`src/rtl/xl_shared_vc_fifo.sv`:
```
// Shared-buffer multi-queue: VCN linked-list FIFOs in one DEPTH-entry store with
// per-VC reservation, shared-pool admission, occupancy cap and first-word-fall-through heads.
module xl_shared_vc_fifo #(
    parameter int VCN   = 8,
    parameter int D     = 32,
    parameter int DEPTH = 32,
    parameter int RSV   = 1,
    parameter int VCMAX = 32,
    localparam int A    = $clog2(DEPTH),
    localparam int TW   = (VCN > 1) ? $clog2(VCN) : 1
) (
    input  logic                 CLK,
    input  logic                 sRESET,
    input  logic                 wen,
    input  logic [TW-1:0]        tagw,
    input  logic [D-1:0]         din,
    input  logic                 ren,
    input  logic [TW-1:0]        tagr,
    output logic [VCN*D-1:0]     dout,
    output logic [VCN-1:0]       empty_n,
    output logic [VCN-1:0]       full_n,
    output logic [VCN*(A+1)-1:0] occ,
    output logic                 init_done,
    output logic                 err_ovf,
    output logic                 err_udf
);

    localparam int         SHARED   = DEPTH - VCN * RSV;
    localparam logic [A:0] RSV_C    = (A+1)'(RSV);
    localparam logic [A:0] VCMAX_C  = (A+1)'(VCMAX);
    localparam logic [A:0] SHARED_C = (A+1)'(SHARED);
    localparam logic [A:0] ONE_C    = (A+1)'(1);
    localparam logic [A-1:0] LAST_C = A'(DEPTH - 1);
    localparam logic [A-1:0] PONE_C = A'(1);

    typedef enum logic [1:0] {S_IDLE, S_WORK, S_DONE} init_state_e;

    init_state_e  state_q, state_d;
    logic [A-1:0] init_cnt_q;

    logic [A-1:0] fl_mem [DEPTH];
    logic [A-1:0] fl_rd_q, fl_wr_q;
    logic [D-1:0] mem_data [DEPTH];
    logic [A-1:0] mem_next [DEPTH];

    logic [A-1:0] head_q  [VCN];
    logic [A-1:0] head_d  [VCN];
    logic [A-1:0] tail_q  [VCN];
    logic [A-1:0] tail_d  [VCN];
    logic [D-1:0] hdata_q [VCN];
    logic [D-1:0] hdata_d [VCN];
    logic [A:0]   occ_q   [VCN];
    logic [A:0]   occ_d   [VCN];
    logic [A:0]   shared_used_q, shared_used_d;
    logic         err_ovf_q, err_udf_q;

    logic [VCN-1:0] ok;
    logic           wr_acc, rd_acc, same_vc, fl_push;
    logic [A-1:0]   alloc_ptr, rd_head, rd_next, fl_push_ptr;

    always_comb begin
        state_d = state_q;
        case (state_q)
            S_IDLE:  state_d = S_WORK;
            S_WORK:  if (init_cnt_q == LAST_C) state_d = S_DONE;
            default: state_d = state_q;
        endcase
    end

    // Handshake: wen is a write valid qualified by ready full_n[tagw]; ren is a read valid
    // qualified by empty_n[tagr]. Both readies come from registered state only.
    for (genvar v = 0; v < VCN; v++) begin : g_vc
        assign ok[v] = init_done & (occ_q[v] < VCMAX_C)
                     & ((occ_q[v] < RSV_C) | (shared_used_q < SHARED_C));
        assign full_n[v]            = ok[v];
        assign empty_n[v]           = (occ_q[v] != '0);
        assign dout[v*D +: D]       = hdata_q[v];
        assign occ[v*(A+1) +: A+1]  = occ_q[v];
    end

    assign init_done = (state_q == S_DONE);
    assign err_ovf   = err_ovf_q;
    assign err_udf   = err_udf_q;

    assign wr_acc    = wen & ok[tagw];
    assign rd_acc    = ren & empty_n[tagr];
    assign same_vc   = (tagw == tagr);
    assign alloc_ptr = fl_mem[fl_rd_q];
    assign rd_head   = head_q[tagr];
    assign rd_next   = mem_next[rd_head];

    assign fl_push     = (state_q == S_WORK) | rd_acc;
    assign fl_push_ptr = (state_q == S_WORK) ? init_cnt_q : rd_head;

    always_comb begin
        head_d        = head_q;
        tail_d        = tail_q;
        hdata_d       = hdata_q;
        occ_d         = occ_q;
        shared_used_d = shared_used_q;
        if (rd_acc) begin
            occ_d[tagr] = occ_q[tagr] - ONE_C;
            if (occ_q[tagr] != ONE_C) begin
                head_d[tagr]  = rd_next;
                hdata_d[tagr] = mem_data[rd_next];
            end
            if (occ_q[tagr] > RSV_C) shared_used_d = shared_used_d - ONE_C;
        end
        if (wr_acc) begin
            tail_d[tagw] = alloc_ptr;
            occ_d[tagw]  = occ_d[tagw] + ONE_C;
            if (occ_q[tagw] >= RSV_C) shared_used_d = shared_used_d + ONE_C;
            // The written word becomes head if the VC was empty or its only entry leaves now.
            if ((occ_q[tagw] == '0) || (rd_acc && same_vc && (occ_q[tagw] == ONE_C))) begin
                head_d[tagw]  = alloc_ptr;
                hdata_d[tagw] = din;
            end
        end
        if (wr_acc && rd_acc && same_vc) shared_used_d = shared_used_q;
    end

    always_ff @(posedge CLK) begin
        if (sRESET) begin
            state_q       <= S_IDLE;
            init_cnt_q    <= '0;
            fl_rd_q       <= '0;
            fl_wr_q       <= '0;
            shared_used_q <= '0;
            err_ovf_q     <= 1'b0;
            err_udf_q     <= 1'b0;
            for (int v = 0; v < VCN; v++) begin
                head_q[v]  <= '0;
                tail_q[v]  <= '0;
                hdata_q[v] <= '0;
                occ_q[v]   <= '0;
            end
        end else begin
            state_q <= state_d;
            if (state_q == S_WORK) init_cnt_q <= init_cnt_q + PONE_C;
            if (fl_push) fl_wr_q <= fl_wr_q + PONE_C;
            if (wr_acc) fl_rd_q <= fl_rd_q + PONE_C;
            shared_used_q <= shared_used_d;
            err_ovf_q     <= err_ovf_q | (wen & ~ok[tagw]);
            err_udf_q     <= err_udf_q | (ren & ~empty_n[tagr]);
            head_q  <= head_d;
            tail_q  <= tail_d;
            hdata_q <= hdata_d;
            occ_q   <= occ_d;
        end
    end

    // Storage arrays carry no reset; validity is tracked by the pointer and occupancy state.
    always_ff @(posedge CLK) begin
        if (!sRESET) begin
            if (fl_push) fl_mem[fl_wr_q] <= fl_push_ptr;
            if (wr_acc) begin
                mem_data[alloc_ptr] <= din;
                if (occ_q[tagw] != '0) mem_next[tail_q[tagw]] <= alloc_ptr;
            end
        end
    end

endmodule

```
`config.mk`:
```
export PLATFORM = sky130hd
export DESIGN_NAME = xl_shared_vc_fifo
export DESIGN_NICKNAME = d
export VERILOG_FILES = /design/src/rtl/xl_shared_vc_fifo.sv
export SDC_FILE = /design/constraint.sdc
export NUM_CORES = 2
export LEC_CHECK = 0
export CORE_UTILIZATION = 55
export DETAILED_ROUTE_END_ITERATION = 8
export PLACE_DENSITY = 0.77
export SYNTH_ARGS = -nofsm -noshare
export SYNTH_HDL_FRONTEND = slang
export SYNTH_SLANG_ARGS = --single-unit
```
`constraint.sdc`:
```
create_clock -name CLK -period 7.9 [get_ports CLK]
set_clock_uncertainty 0.15 [all_clocks]
set_input_delay 0.79 -clock CLK [delete_from_list [all_inputs] [get_ports CLK]]
set_output_delay 0.79 -clock CLK [all_outputs]
set_load 0.01 [all_outputs]
```
# ---- Word-level counts from Yosys, hierarchy flattened
# Memory sizes are Yosys's and may differ from the RTL's. A register that Yosys moved wholly into a read port is not among the register bits.
# Cells that the tools add are included.
dict set report word_totals {
  reg_bits 409
  wordCells 203
  rom_bits 0
  input_bits 42
  n_memories 3
  latch_bits 0
  ram_bits 1344
}
dict set report op_classes {
  addsub 7
  n_eq_ne 7
  n_mux 67
  div 0
  order_cmp 25
  shifts 0
  bitwise 35
  mul 0
  reduce_logical 20
}
# name words width rd rd_ports_with_merged_regs wr line
set memory_table {}
lappend memory_table {mem_data 32 32 1 0 1 43} ;# logic [D-1:0] mem_data [DEPTH];
lappend memory_table {fl_mem 32 5 1 1 1 41} ;# logic [A-1:0] fl_mem [DEPTH];
lappend memory_table {mem_next 32 5 1 0 1 44} ;# logic [A-1:0] mem_next [DEPTH];
# operator n
set ops {}
lappend ops {{two-way mux 256 bit} 4}
lappend ops {{bitwise mux 256 bit} 2}
lappend ops {{demux 32 bit (select 3 bit)} 2}
lappend ops {{two-way mux 40 bit} 4}
lappend ops {{bitwise mux 40 bit} 3}
lappend ops {{bitwise mux 48 bit} 2}
lappend ops {{two-way mux 48 bit} 2}
lappend ops {{two-way mux 6 bit} 12}
lappend ops {{two-way mux 32 bit} 2}
lappend ops {{binary-select mux 6 bit (select 3 bit)} 3}
lappend ops {{nonzero test 6 bit} 9}
lappend ops {{less-than comparator 6 x 1 -> 1 bit, second input constant} 8}
lappend ops {{less-than comparator 6 bit, second input constant} 8}
lappend ops {{two-way mux 5 bit} 9}
lappend ops {{demux 6 bit (select 3 bit)} 2}
lappend ops {{binary-select mux 5 bit (select 3 bit)} 2}
lappend ops {{demux 5 bit (select 3 bit)} 2}
lappend ops {{AND 1 bit} 20}
lappend ops {{adder 5 x 1 -> 5 bit, second input constant} 3}
lappend ops {{adder 6 x 1 -> 6 bit, second input constant} 2}
lappend ops {{two-way mux 1 bit} 12}
lappend ops {{subtractor 6 x 1 -> 6 bit, second input constant} 2}
lappend ops {{bitwise OR 1 bit} 11}
lappend ops {{greater-or-equal comparator 4 bit, second input constant} 2}
lappend ops {{23 further kinds} 33}

# ---- Depth between registers and ports, before layout
dict set report logic_depth {
  word_depth 13
  depth_mapped 20
  mapped_depth_nobuf 15
}

# ---- Worst setup path before layout
# No wires, ideal clock.
dict set report synth_path {
  path_kind {reg-to-reg}
  startpoint {register with a tool-made name}
  endpoint {memory mem_data[0][0], enable pin}
  arrival_ns 4.856
  period_less_slack_ns 5.427
  setup_time_ns 0.421
  setup_slack_ns 2.473
  path_buffers 4
  stages_incl_launch_ff 10
  path_cell_list {dfxtp_1 > clkbuf_1 > clkbuf_1 > buf_1 > mux4_2 > mux4_2 > mux2_2 > clkbuf_1 > or3_1 > nor2_1}
}
# item line
set synth_rtl {}
lappend synth_rtl {{end: declaration} 43}

# ---- Worst setup path in the final report
dict set report layout_path {
  startpoint {input tagr[2]}
  endpoint {register hdata_q, in the netlist dout[174]}
}
dict set report layout_between {
  elab_chain_cells 12
}
# item line
set layout_rtl {}
lappend layout_rtl {{start: declaration} 18} ;# input logic [TW-1:0] tagr,
lappend layout_rtl {{NOT 3 -> 4 bit (not written as such)} {89, 103, 105}}
lappend layout_rtl {{binary-select mux 5 bit (select 3 bit)} 89} ;# assign rd_head = head_q[tagr];
lappend layout_rtl {{two-way mux 5 bit (not written as such) (2 in a row)} 89}
lappend layout_rtl {{memory (32 x 5 bit)} --}
lappend layout_rtl {{memory (32 x 32 bit)} --}
lappend layout_rtl {{bitwise mux 256 bit} 105} ;# hdata_d[tagr] = mem_data[rd_next];
lappend layout_rtl {{two-way mux 256 bit} 103} ;# if (occ_q[tagr] != ONE_C) begin
lappend layout_rtl {{two-way mux 256 bit} 101} ;# if (rd_acc) begin
lappend layout_rtl {{bitwise mux 256 bit} 116} ;# hdata_d[tagw] = din;
lappend layout_rtl {{two-way mux 256 bit} 114} ;# if ((occ_q[tagw] == '0) || (rd_acc && same_vc && (occ_q[tagw] == ONE_C))) begin
lappend layout_rtl {{two-way mux 256 bit (*)} 109} ;# if (wr_acc) begin
lappend layout_rtl {{end signal: assignment} 147} ;# hdata_q <= hdata_d;
lappend layout_rtl {{end: declaration} 50} ;# logic [D-1:0] hdata_q [VCN];
# Every way passes the cells marked *; elsewhere a longest branch is shown, timed or not. The select of a mux whose other input is x is not followed.
# A chain may end at the register's enable or synchronous reset.

==> out/metrics.csv <==
metric,value,unit
avgSynthCellArea,14.0,um2
final_layout_size_suffix_gt1_share,15.3,%
grt_pass1_vias,49700,
final_cell_area,85600,um2
cts_buffer_depth,3,
hp-class,in2reg,
ant_nets,0,
drt_pass1_iterations,9,
drt-initial-drc-count,7732,
cp_max_fo,20,
run_status,completed,
tightest_slew,1420,ps
num_io_pins,365,
slew_viol_final,0,
drv_cap,0,
drt-vias-per-instance,6.82,
wl,228000,um
cp.required,8460,ps
route.detailed.drc,0,
cts_sinks,1758,
syn-cell-area,73700,um2
cts_tree,done,
critPathKind,in2reg,
dp.final_hpwl,140000,um
root_buffer,clkbuf_16,
cp-start-kind,input pin,
grt_use_total,33.0,%
layout_common_cells,"1344 x edfxtp_1, 470 x mux2i_1, 413 x dfxtp_1, 362 x clkdlybuf4s50_1, 325 x nand2_1",
gp_congestion,0.951,
postPlaceCellArea,79800,um2
start_util,55.8,%
p_leak,29.8,nW
clk_latency,810,ps
grt_pass1_wl,330000,um
die_height,368,um
htreeDepth,4,
postCtsSetupRepairBufs,0,
vdd_drop_max,0.248,mV
numCtsBuffers,169,
yosysUniqueCellTypes,86,
p_per_area,246,nW/um2
overflow,0,
post_cts_resized,0,
cp-end-kind,register,
fmax,150,MHz
die_w,368,um
crit_arrival,7230,ps
synth-seq-cells,1758,
layout_commonest_cell,edfxtp_1,
async_flop_share,0,%
design.die.area,135000,um2
power,21.1,mW
drt-wirelength-per-cell,30.5,um
via_count,51000,
relSlewSlack,5.65,%
synthFlopType,edfxtp_1,
postSynthCellCount,5257,
rows,133,
tns,0,ps
area_delta_synth_final,16.2,%
grt_max_degree,108,
rsz0062_at_grt,false,
finalNetCount,5627,
synth_fp_nets,5311,
finalSetupViolCount,0,
synth_edf_count,1344,
synth.yosys.warnings,0,
ys_seq_area_share,66.0,%
cts_hold_buf,0,
antenna_found_initial,11,
port_buffers,364,
clk_pin_slew,70,ps
fill_cells,9204,
post-route-min-period,6670,ps
hold_viol,0,
core-area,132000,um2
layout_worst_path_cycle_share,84.4,%
==> per-layer routing <==
metal | part of all wire (%) | vias to the layer above | track usage (%) | wire [um]
met5 | 0.017 | - | 0 | 39
met4 | 5.1 | 6 | 15.6 | 11700
met3 | 13 | 745 | 8.94 | 30300
met2 | 44 | 3886 | 49.2 | 101000
met1 | 37 | 25200 | 45.0 | 85100
li1 | - | 21200 | - | -
==> final timing paths <==
check             cells after the start         end       start  slack, ps
setup / recovery                     14   dout[174]     tagr[2]       1230
hold / removal                        2     err_udf      sRESET        280
setup reg to reg                     15   dout[192]  head_q[30]       1880
hold reg to reg                       2  tail_q[38]  tail_q[38]        310
==> per-stage QoR <==
stage                     hold slack [ps]  util (%)  std cells  setup WS [ps]
after CTS                             280      64.8       7472           1460
after floorplan                       281         -       5257           2470
after global placement                289      60.4       7157            843
after global routing                  326      64.8       7472           1230
final                                 279      64.8       7479           1230
after detailed placement              298      60.4       7157            694
==> kinds of logic after synthesis <==
kind of cell               after synthesis  share of synthesized area (%)
AOI/OAI and AO/OA                     1061                           10.6
xor gates and xnor gates                28                          0.333
adders and majority gates               12                          0.204
buffers and inverters                  413                           2.42
DFF                                   1758                           66.0
muxes                                  754                           11.8
and+or+nand+nor                       1231                           8.70
==> state kept, by name (all words and copies together), names as in the netlist, 5 cells and up, named ones only <==
name	flops
mem_next	160
mem_data	1024
fl_mem	160
head_q	40
init_cnt_q	5
occ	48
fl_rd_q	5
dout	256
fl_wr_q	5
shared_used_q	6
tail_q	40
==> final cells by class <==
type	instances	area (um2)	area share (%)
well taps	1755	2200	2.56
multi-input cells	3086	23800	27.8
flip-flops and latches	1758	48600	56.8
clock inverters	93	1020	1.19
inverters	26	97.6	0.114
repair buffers	532	5090	5.95
clock buffers	222	4740	5.54
diodes	7	17.5	0.0205
==> Yosys cell counts, drive strengths merged, types with 60 or more instances <==
cell type	n	area (um2)
edfxtp	1344	40400
mux2i	471	4720
dfxtp	414	8290
nor2	347	1300
nand2	329	1230
o21ai	285	1430
a311oi	258	2260
clkbuf	258	970
or3	236	1480
mux2	213	2400
buf	129	713
a21oi	112	561
a211oi	91	733
nand3	75	375
a22oi	74	556
mux4	70	1580
nor3	60	348
==> critical path, cell delays in order <==
cell and delay (ps):
clkdlybuf4s50_1 820, mux2_2 400, o221a_2 270, o2bb2ai_1 890
buf_4 320, mux4_2 320, a22oi_1 430, o221a_2 620
o2111a_1 1060, buf_4 420, a22oi_1 140, nand2_1 240
nor4_4 140, a311oi_1 330
==> power breakdown <==
group	internal (mW)	switching, mW	leakage (nW)	total, mW
Sequential	10.0	0.0502	15.4	10.0
Clock	4.79	3.59	2.81	8.38
Combinational	0.863	1.77	11.5	2.63
Power figures use the tool's default switching activity.
